File: src/rtl/rr_mux_pkg.sv
// Shared types and helpers for the round-robin valid/ready multiplexer.
// The packet-lock FSM type is used only when RR_MUX_LOCK_EN is defined.
package rr_mux_pkg;

    localparam int N_MIN = 2;
    localparam int N_MAX = 16;
    localparam int W_MIN = 1;
    localparam int W_MAX = 64;

    typedef enum logic [0:0] {
        IDLE   = 1'b0,
        LOCKED = 1'b1
    } lock_state_t;

    // Channel index width, never narrower than one bit.
    function automatic int ch_w_f(input int n);
        return (n <= 2) ? 1 : $clog2(n);
    endfunction

endpackage

File: src/rtl/rr_arbiter.sv
// Combinational round-robin arbiter: first requester at or above ptr, with wrap-around.
module rr_arbiter #(
    parameter int N    = 4,
    parameter int CH_W = 2
) (
    input  logic [N-1:0]    req,
    input  logic [CH_W-1:0] ptr,
    input  logic            en,
    output logic [N-1:0]    gnt,
    output logic [CH_W-1:0] gnt_idx
);

    localparam int IW = $clog2(2 * N);

    logic [2*N-1:0] req2_s;
    logic [IW-1:0]  pos_s;
    logic           found_s;

    // Scan the doubled request vector from ptr so wrap-around needs no modulo.
    always_comb begin
        req2_s  = {req, req};
        pos_s   = '0;
        found_s = 1'b0;
        gnt_idx = '0;
        gnt     = '0;
        for (int i = 0; i < N; i++) begin
            pos_s = IW'(ptr) + IW'(i);
            if (!found_s && req2_s[pos_s]) begin
                found_s = 1'b1;
                if (pos_s >= IW'(N)) begin
                    gnt_idx = CH_W'(pos_s - IW'(N));
                end else begin
                    gnt_idx = CH_W'(pos_s);
                end
            end else begin
                found_s = found_s;
            end
        end
        if (found_s && en) begin
            gnt[gnt_idx] = 1'b1;
        end else begin
            gnt = '0;
        end
    end

endmodule

File: src/rtl/rr_mux.sv
// N-channel round-robin valid/ready multiplexer with a single registered output stage.
// Define RR_MUX_LOCK_EN to hold the grant on one channel until its in_last beat.
module rr_mux
    import rr_mux_pkg::*;
#(
    parameter int  N    = 4,
    parameter int  W    = 8,
    localparam int CH_W = ch_w_f(N)
) (
    input  logic            clk,
    input  logic            rst_n,
    input  logic [N-1:0]    in_valid,
    input  logic [N*W-1:0]  in_data,
    output logic [N-1:0]    in_ready,
    output logic            out_valid,
    output logic [W-1:0]    out_data,
    output logic [CH_W-1:0] out_ch,
    input  logic            out_ready
`ifdef RR_MUX_LOCK_EN
    ,
    input  logic [N-1:0]    in_last,
    output logic            out_last
`endif
);

    if (N < N_MIN || N > N_MAX || W < W_MIN || W > W_MAX) begin : g_param_check
        $error("rr_mux: N or W out of range");
    end

    logic [N-1:0]    gnt_s;
    logic [N-1:0]    in_ready_s;
    logic [CH_W-1:0] arb_idx_s;
    logic [CH_W-1:0] sel_idx_s;
    logic [CH_W-1:0] ptr_nxt_s;
    logic            load_en_s;
    logic            arb_en_s;
    logic            accept_s;

    logic            out_valid_r;
    logic [W-1:0]    out_data_r;
    logic [CH_W-1:0] out_ch_r;
    logic [CH_W-1:0] ptr_r;

    // Reset also forces ready low so nothing is granted while the block is held.
    assign load_en_s = !out_valid_r || out_ready;
    assign arb_en_s  = load_en_s && rst_n;

    rr_arbiter #(
        .N    (N),
        .CH_W (CH_W)
    ) u_arbiter (
        .req     (in_valid),
        .ptr     (ptr_r),
        .en      (arb_en_s),
        .gnt     (gnt_s),
        .gnt_idx (arb_idx_s)
    );

`ifdef RR_MUX_LOCK_EN
    lock_state_t     state_r;
    logic [CH_W-1:0] lock_ch_r;
    logic            out_last_r;

    // While locked, the grant stays on the packet owner even if it is idle.
    always_comb begin
        in_ready_s = '0;
        if (state_r == LOCKED) begin
            sel_idx_s             = lock_ch_r;
            in_ready_s[lock_ch_r] = arb_en_s;
        end else begin
            sel_idx_s  = arb_idx_s;
            in_ready_s = gnt_s;
        end
    end

    // Packet-lock FSM and registered end-of-packet marker.
    always_ff @(posedge clk or negedge rst_n) begin
        if (!rst_n) begin
            state_r    <= IDLE;
            lock_ch_r  <= '0;
            out_last_r <= 1'b0;
        end else if (accept_s) begin
            out_last_r <= in_last[sel_idx_s];
            case (state_r)
                IDLE: begin
                    if (!in_last[sel_idx_s]) begin
                        state_r   <= LOCKED;
                        lock_ch_r <= sel_idx_s;
                    end else begin
                        state_r <= IDLE;
                    end
                end
                LOCKED: begin
                    if (in_last[sel_idx_s]) begin
                        state_r <= IDLE;
                    end else begin
                        state_r <= LOCKED;
                    end
                end
                default: state_r <= IDLE;
            endcase
        end
    end

    assign out_last = out_last_r;
`else
    // Per-word arbitration: the arbiter grant drives ready directly.
    always_comb begin
        sel_idx_s  = arb_idx_s;
        in_ready_s = gnt_s;
    end
`endif

    // Accept decode and next pointer; in lock mode the selected channel is lock_ch.
    always_comb begin
        accept_s = |(in_valid & in_ready_s);
        if (sel_idx_s == CH_W'(N - 1)) begin
            ptr_nxt_s = '0;
        end else begin
            ptr_nxt_s = sel_idx_s + CH_W'(1);
        end
    end

    // Output register and round-robin pointer.
    always_ff @(posedge clk or negedge rst_n) begin
        if (!rst_n) begin
            out_valid_r <= 1'b0;
            out_data_r  <= '0;
            out_ch_r    <= '0;
            ptr_r       <= '0;
        end else if (accept_s) begin
            out_valid_r <= 1'b1;
            out_data_r  <= in_data[sel_idx_s*W +: W];
            out_ch_r    <= sel_idx_s;
            ptr_r       <= ptr_nxt_s;
        end else if (load_en_s && out_ready) begin
            out_valid_r <= 1'b0;
        end
    end

    assign in_ready  = in_ready_s;
    assign out_valid = out_valid_r;
    assign out_data  = out_data_r;
    assign out_ch    = out_ch_r;

endmodule

File: config.mk
export PLATFORM = sky130hd
export DESIGN_NAME = rr_mux
export DESIGN_NICKNAME = d
export VERILOG_FILES = /design/src/rtl/rr_mux_pkg.sv /design/src/rtl/rr_arbiter.sv /design/src/rtl/rr_mux.sv
export SDC_FILE = /design/constraint.sdc
export NUM_CORES = 1
export LEC_CHECK = 0
export CAP_MARGIN = 20
export CORE_MARGIN = 4
export CORE_UTILIZATION = 30
export CTS_CLUSTER_DIAMETER = 150
export CTS_CLUSTER_SIZE = 25
export DETAILED_ROUTE_END_ITERATION = 10
export PLACE_DENSITY = 0.68
export SYNTH_ARGS = -nofsm -noshare
export SYNTH_HDL_FRONTEND = slang
export SYNTH_SLANG_ARGS = --single-unit
File: constraint.sdc
create_clock -name clk -period 4.6 [get_ports clk]
set_input_delay 1.15 -clock clk [delete_from_list [all_inputs] [get_ports clk]]
set_output_delay 1.15 -clock clk [all_outputs]
set_load 0.02 [all_outputs]
==> results of run 1 <==
==> final timing paths <==
path                            slack, ns                    end             startpoint  cells past startpoint
worst max register to register       2.05   ptr_r[1]$_DFFE_PN0P_   ptr_r[1]$_DFFE_PN0P_                      9
min in group asynchronous            1.25   ptr_r[1]$_DFFE_PN0P_                  rst_n                      2
worst max-delay path                 0.12            in_ready[3]            in_valid[1]                      8
worst min-delay path                 0.50  out_ch[1]$_DFFE_PN0P_  out_ch[1]$_DFFE_PN0P_                      1
worst min register to register       0.50  out_ch[1]$_DFFE_PN0P_  out_ch[1]$_DFFE_PN0P_                      1
max in group asynchronous            3.19  out_valid$_DFFE_PN0P_                  rst_n                      2
==> layout make-up <==
type / instances / area [sq um] / share of cell area [%]
timing repair buffer: 57 / 561 / 37.7
multi-input combinational: 63 / 513 / 34.5
sequential: 13 / 325 / 21.9
tap: 31 / 38.8 / 2.61
clock buffer: 4 / 26.3 / 1.77
inverter: 6 / 22.5 / 1.52
==> through the flow <==
| step | instances | total power, mW | hold WS [ns] | util [%] | instance area (sq um) |
|---|---|---|---|---|---|
| after floorplan | 88 | 0.496 | 0.512 | - | 910 |
| after global placement | 170 | 0.656 | 0.488 | 51.6 | 1460 |
| after detailed placement | 170 | 0.661 | 0.468 | 51.6 | 1460 |
| after CTS | 174 | 0.734 | 0.498 | 52.5 | 1490 |
| after global routing | 174 | 0.778 | 0.526 | 52.5 | 1490 |
| final | 174 | 0.729 | 0.498 | 52.5 | 1490 |
==> routing by layer <==
| layer | vias to the layer above | track usage (%) | part of all wire [%] |
|---|---|---|---|
| met1 | 426 | 15.8 | 43 |
| met5 | - | 0 | 0 |
| met3 | 4 | 5.15 | 8.4 |
| li1 | 445 | - | - |
| met4 | 0 | 5.23 | 0.89 |
| met2 | 35 | 21.6 | 48 |
==> critical path, stage by stage <==
cell and delay, ns:
clkdlybuf4s50_1 0.56, a21bo_2 0.25, a221o_1 0.33, inv_1 0.09
ha_1 0.19, inv_1 0.05, nor2_1 0.09, clkdlybuf4s50_1 0.61
==> cells by family (layout without fill, tap and decap cells) <==
logic type	count (synthesis)	after routing	synth area share, %
AO/OA/AOI/OAI	23	23	21.0
adder cells (fa/ha/maj)	1	1	1.38
buffers and inverters	12	67	7.84
flip-flops	13	13	35.8
multiplexers	18	18	21.5
AND/OR/NAND/NOR	21	21	12.5
==> power by group through the flow <==
stage / logic, mW / clock network [mW] / registers (mW)
finish: 0.449 / 0.0705 / 0.210
global route: 0.482 / 0.0787 / 0.217
CTS: 0.453 / 0.0724 / 0.209
detailed placement: 0.452 / 0 / 0.210
global placement: 0.447 / 0 / 0.209
floorplan: 0.243 / 0 / 0.253
==> registers in the layout (all words and copies together), names as in the netlist <==
name / count
out_ch: 2
out_data: 8
out_valid: 1
ptr_r: 2
==> placed cells by master, fill, tap and decap left out, drive strengths merged <==
| cell type | instances |
|---|---|
| clkdlybuf4s50 | 53 |
| dfrtp | 13 |
| nor3 | 11 |
| mux2i | 9 |
| a221o | 9 |
| mux2 | 9 |
| inv | 6 |
| a21oi | 4 |
| buf | 4 |
| clkbuf | 4 |
| nor2 | 3 |
| o21a | 2 |
| nand2b | 2 |
| a21o | 2 |
| o22ai | 1 |
| or4 | 1 |
| nand3 | 1 |
| nor2b | 1 |
| nor3b | 1 |
| o21ai | 1 |
| a21bo | 1 |
| a211oi | 1 |
| a21boi | 1 |
| o2bb2ai | 1 |
| nand2 | 1 |
| ha | 1 |
==> metrics.md, run 1 <==
| Metric | Value |
|---|---|
| Top_reg_cell synth | `dfrtp_1` |
| Longest Clk Path Bufs | `2` |
| Area share of the largest cell type after synthesis | `35.8%` |
| Count of different cell masters after synthesis | `28` |
| Synth Cell Area | `910 sq um` |
| Std cell rows | `19` |
| Antenna-violating nets left | `0` |
| Pwr dens | `491 mW/mm^2` |
| Final Net Count | `~180` |
| Clock latency on the worst-skew pair | `0.27 ns` |
| Status | `complete, no violations` |
| Initial antenna violation count | `0` |
| Drt wl/cell | `roughly 15 um` |
| Fin Setup TNS | `0 ns` |
| Share of layout cells above drive strength 1 | `14.0%` |
| Placement Setup Slack | `0.146 ns` |
| Switching Share | `39.8%` |
| RSZ-0062 raised after global routing | `no` |
| Post-synth ARST share | `100%` |
| Setup Skew | `0.00178 ns` |
| EDFF count, synth | `0` |
| Leak | `between 0.6 and 0.7 nW` |
| Clock share of power | `9.7%` |
| Die Wd | `63.1 um` |
| Chip Height | `63.1 um` |
| Most instantiated library cell after synthesis | `dfrtp_1` |
| Seq/Total Area, Yosys | `about 36%` |
| Hold Crit Class | `flop to flop` |
| Worst Max-Slew Pin Slew | `~0.67 ns` |
| Die area | `about 0.004 sq mm` |
| Drt first pass iters | `4` |
| Worst Setup End Kind | `output port` |
| Fin. max-slew vios | `0` |
| Global placer's final weighted congestion | `0.901` |
| Final hold vios | `0` |
| WP data arrival | `between 3 and 4 ns` |
| # DRC | `0` |
| Comb pwr share | `61.6%` |
| CTS Buf Count | `3` |
| Mapped Cells | `88` |
| Top cells by count, synth | `13 x dfrtp_1, 10 x nor3_1, 9 x a221o_1, 9 x mux2i_1, 8 x mux2_2` |
| Post-CTS setup buffers | `0` |
| Average via count per standard cell | `around 5.2` |
| DR vias | `between 900 and 1k` |
| Period Utilization, post-route | `97.4%` |
| Grt ovf | `0` |
| Placeable Area | `0.00283 sq mm` |
| Post-Syn Nets | `128` |
| Worst setup SP type | `input pin` |
| Max Fclk | `223 MHz` |
| Avg Inst Size Synth | `10.3 sq um` |
| Iter 0 DRT Violations | `43` |
| Port Buf Inserts | `between 50 and 60` |
| Io pins | `54` |
| Switching Power | `0.290 mW` |
| Max transition margin | `around 55%` |
| Synth area leaders | `dfrtp_1 36%, a221o_1 9.9%, mux2i_1 9.9%` |
| Kind of critical path | `input pin to output port` |
| Worst VDD drop | `0.216 mV` |
| Number of global-route vias before repair | `957` |
| Crit path required time | `3.45 ns` |
| Hold_buf cts | `0` |
| Estimated wirelength of the detail-placed design | `2050 um` |
| Synth warn | `0` |
| CTS tree | `yes` |
| Initial Util | `32.2%` |
| Post-CTS sizing | `0` |
| Synthesis-to-layout area growth | `63.4%` |
| Cell-internal power | `0.439 mW` |
| Max-cap violations | `0` |
| Filler Cells Inserted | `around 290` |
| Total global-route track usage | `13.3%` |
| Pin count of the biggest net entering global routing | `17` |
| Worst setup margin | `between 0.1 and 0.15 ns` |
| Largest area contributor in the netlist | `dfrtp_1` |
| First-pass GRT wire length | `around 4200 um` |
| Seq pwr share | `between 20% and 30%` |
| Clk slew on worst S/H paths | `around 0.080 ns` |
| #FFs+latches synth | `13` |
| DRT Wirelength | `roughly 2600 um` |
| Max FO, Critical Path | `6` |
| N_diodes | `0` |
| H-tree depth | `1` |
| Root Driver | `clkbuf_4` |
| Crit path time final | `around 4.5 ns` |
| Final setup vio count | `0` |
| # clock sinks | `13` |
Note: power is estimated with default switching activity, not from simulation.
==> run 2, diff against run 1 <==
- SLEW_MARGIN: default -> 20
==> results of run 2 <==
The final DEF is identical to that of run 1; final timing and power are the same.
==> run 3, diff against run 2 <==
--- a/config.mk
+++ b/config.mk
@@ -14,2 +14,3 @@
 export PLACE_DENSITY = 0.68
+export SETUP_SLACK_MARGIN = 0.5
 export SLEW_MARGIN = 20
--- a/constraint.sdc
+++ b/constraint.sdc
@@ -3,2 +3,2 @@
 set_output_delay 1.15 -clock clk [all_outputs]
-set_load 0.02 [all_outputs]
+set_load 0.05 [all_outputs]
==> run 3 against run 2 <==
Against the previous run: register-to-register slack worse by 0.05 ns; via count up 3.1%; critical path type unchanged; cell area up 2.9%; largest cell class unchanged; global-route usage up 1.7 points; largest power group unchanged; clock power up 7.7%.
==> metrics.md, run 3 (synthesis gave the netlist of run 1 again) <==
| Metric | Value |
|---|---|
| Initial Util | `32.2%` |
| Post-CTS sizing | `0` |
| Std cell rows | `19` |
| # DRC | `0` |
| Max stage delay on crit path | `roughly 0.55 ns` |
| Max reg flops | `8` |
| Placeable Area | `between 0.002 and 0.003 sq mm` |
| R2R setup slack | `~2.0 ns` |
| Share of layout cells above drive strength 1 | `19.0%` |
| Average via count per standard cell | `5.42` |
| First-pass GRT wire length | `4660 um` |
| Hold depth | `1` |
| Max Fclk | `between 200 and 300 MHz` |
| Clk slew on worst S/H paths | `0.09 ns` |
| Crit-path cells | `clkdlybuf4s50_1 > inv_1 > a221o_1 > inv_1 > ha_1 > inv_1 > nor2_1 > buf_4` |
| Hold slack | `a little under 0.5 ns` |
| Final hold vios | `0` |
| Hold Crit Class | `flop to flop` |
| Commonest non-fill, non-tap cell in the layout | `clkdlybuf4s50_1` |
| Crit path required time | `3.45 ns` |
| Die Wd | `63.1 um` |
| N_diodes | `0` |
| Fin Setup TNS | `0 ns` |
| Post-CTS setup buffers | `0` |
| Synthesis-to-layout area growth | `68.2%` |
| Initial antenna violation count | `0` |
| Busiest layer in global routing | `met2` |
| CTS Buf Count | `3` |
| Period Utilization, post-route | `86.4%` |
| Clock latency on the worst-skew pair | `around 0.29 ns` |
| Port Buf Inserts | `53` |
| WP data arrival | `2.83 ns` |
| CP max-delay cell | `clkdlybuf4s50_1` |
| Fin. max-slew vios | `0` |
| Iter 0 DRT Violations | `34` |
| Setup Skew | `0.000510 ns` |
| Most frequent cells in the layout | `47 x clkdlybuf4s50_1, 13 x dfrtp_1, 9 x mux2i_1, 9 x a221o_1` |
| Crit path time final | `3.98 ns` |
| Global placer's final weighted congestion | `0.759` |
| Worst Setup End Kind | `output port` |
| Number of global-route vias before repair | `975` |
| Final setup vio count | `0` |
| Status | `complete, no violations` |
| Placement Setup Slack | `0.500 ns` |
| GR Util met2 | `between 20% and 30%` |
| Kind of critical path | `input pin to output port` |
| Max-cap violations | `0` |
| Total global-route track usage | `15.0%` |
| Worst Max-Slew Pin Slew | `0.602 ns` |
| DP Area | `0.00149 sq mm` |
| Drt first pass iters | `4` |
| Max FO, Critical Path | `5` |
| Hold_buf cts | `0` |
| Met3 usage | `6.22%` |
| Worst setup margin | `0.624 ns` |
| Pwr Total | `0.868 mW` |
| # clock sinks | `13` |
| DRT Wirelength | `2790 um` |
| Met1 usage | `17.6%` |
| Chip Height | `63.1 um` |
| Root Driver | `clkbuf_4` |
| Pin count of the biggest net entering global routing | `18` |
| Longest Clk Path Bufs | `2` |
| Io pins | `54` |
| Most used cell, CP | `inv_1` |
| Grt ovf | `0` |
| CTS tree | `yes` |
| Final Net Count | `183` |
| RSZ-0062 raised after global routing | `no` |
| Leak | `0.672 nW` |
| Antenna-violating nets left | `0` |
| Die area | `a little under 0.004 sq mm` |
| Drt wl/cell | `16.1 um` |
| H-tree depth | `1` |
| Worst setup SP type | `input pin` |
| DR vias | `approximately 940` |
| Worst VDD drop | `0.217 mV` |
| Estimated wirelength of the detail-placed design | `2190 um` |
| Final Cell Area | `0.00153 sq mm` |
| Reg2Reg Depth | `9` |
| Max transition margin | `59.6%` |
| Pwr dens | `567 mW/mm^2` |
run 3: cell count changes in the layout (fill, tap and decap cells not counted), sizes merged:
cell,change
buf,+3
clkbuf,-1
clkdlybuf4s50,-6
clkinv,+1
dlymetal6s2s,+2
run 3: path summary, 6_finish.rpt:
kind	endpoint	from
hold / removal	out_ch[1]$_DFFE_PN0P_	out_ch[1]$_DFFE_PN0P_
setup reg to reg	ptr_r[1]$_DFFE_PN0P_	ptr_r[1]$_DFFE_PN0P_
min in group asynchronous	out_valid$_DFFE_PN0P_	rst_n
setup / recovery	in_ready[3]	in_valid[3]
max in group asynchronous	ptr_r[1]$_DFFE_PN0P_	rst_n
hold reg to reg	out_ch[1]$_DFFE_PN0P_	out_ch[1]$_DFFE_PN0P_
run 3: report_power, final:
group / switching (mW) / internal, mW
clock network: 0.0435 / 0.0324
registers: 0.0389 / 0.167
logic: 0.341 / 0.244
total: 0.424 / 0.444
run 3: worst max-delay path, delay by kind of cell:
| family | cells | cell delay (ns) |
|---|---|---|
| compound gates | 1 | 0.35 |
| fa+ha+maj | 1 | 0.20 |
| buf+inv | 5 | 1.02 |
| simple gates | 1 | 0.11 |
run 3: per-layer routing:
| layer | share of wire [%] | up-vias |
|---|---|---|
| met1 | 41 | 443 |
| li1 | - | 443 |
| met5 | 0 | - |
| met3 | 7.6 | 6 |
| met2 | 51 | 46 |
| met4 | 1.0 | 0 |
run 3: metrics by stage:
step                      std cells  utilization [%]
after floorplan                  88                -
after CTS                       173             53.5
after global placement          169             52.5
final                           173             54.1
after detailed placement        169             52.5
after global routing            173             54.1
run 3: final cells by class:
type	instances	area [sq um]
Timing Repair Buffer	56	586
Sequential cell	13	325
Fill cell	268	1300
Multi-Input combinational cell	63	528
Clock inverter	1	5.00
Tap cell	31	38.8
Inverter	6	25.0
Clock buffer	3	22.5
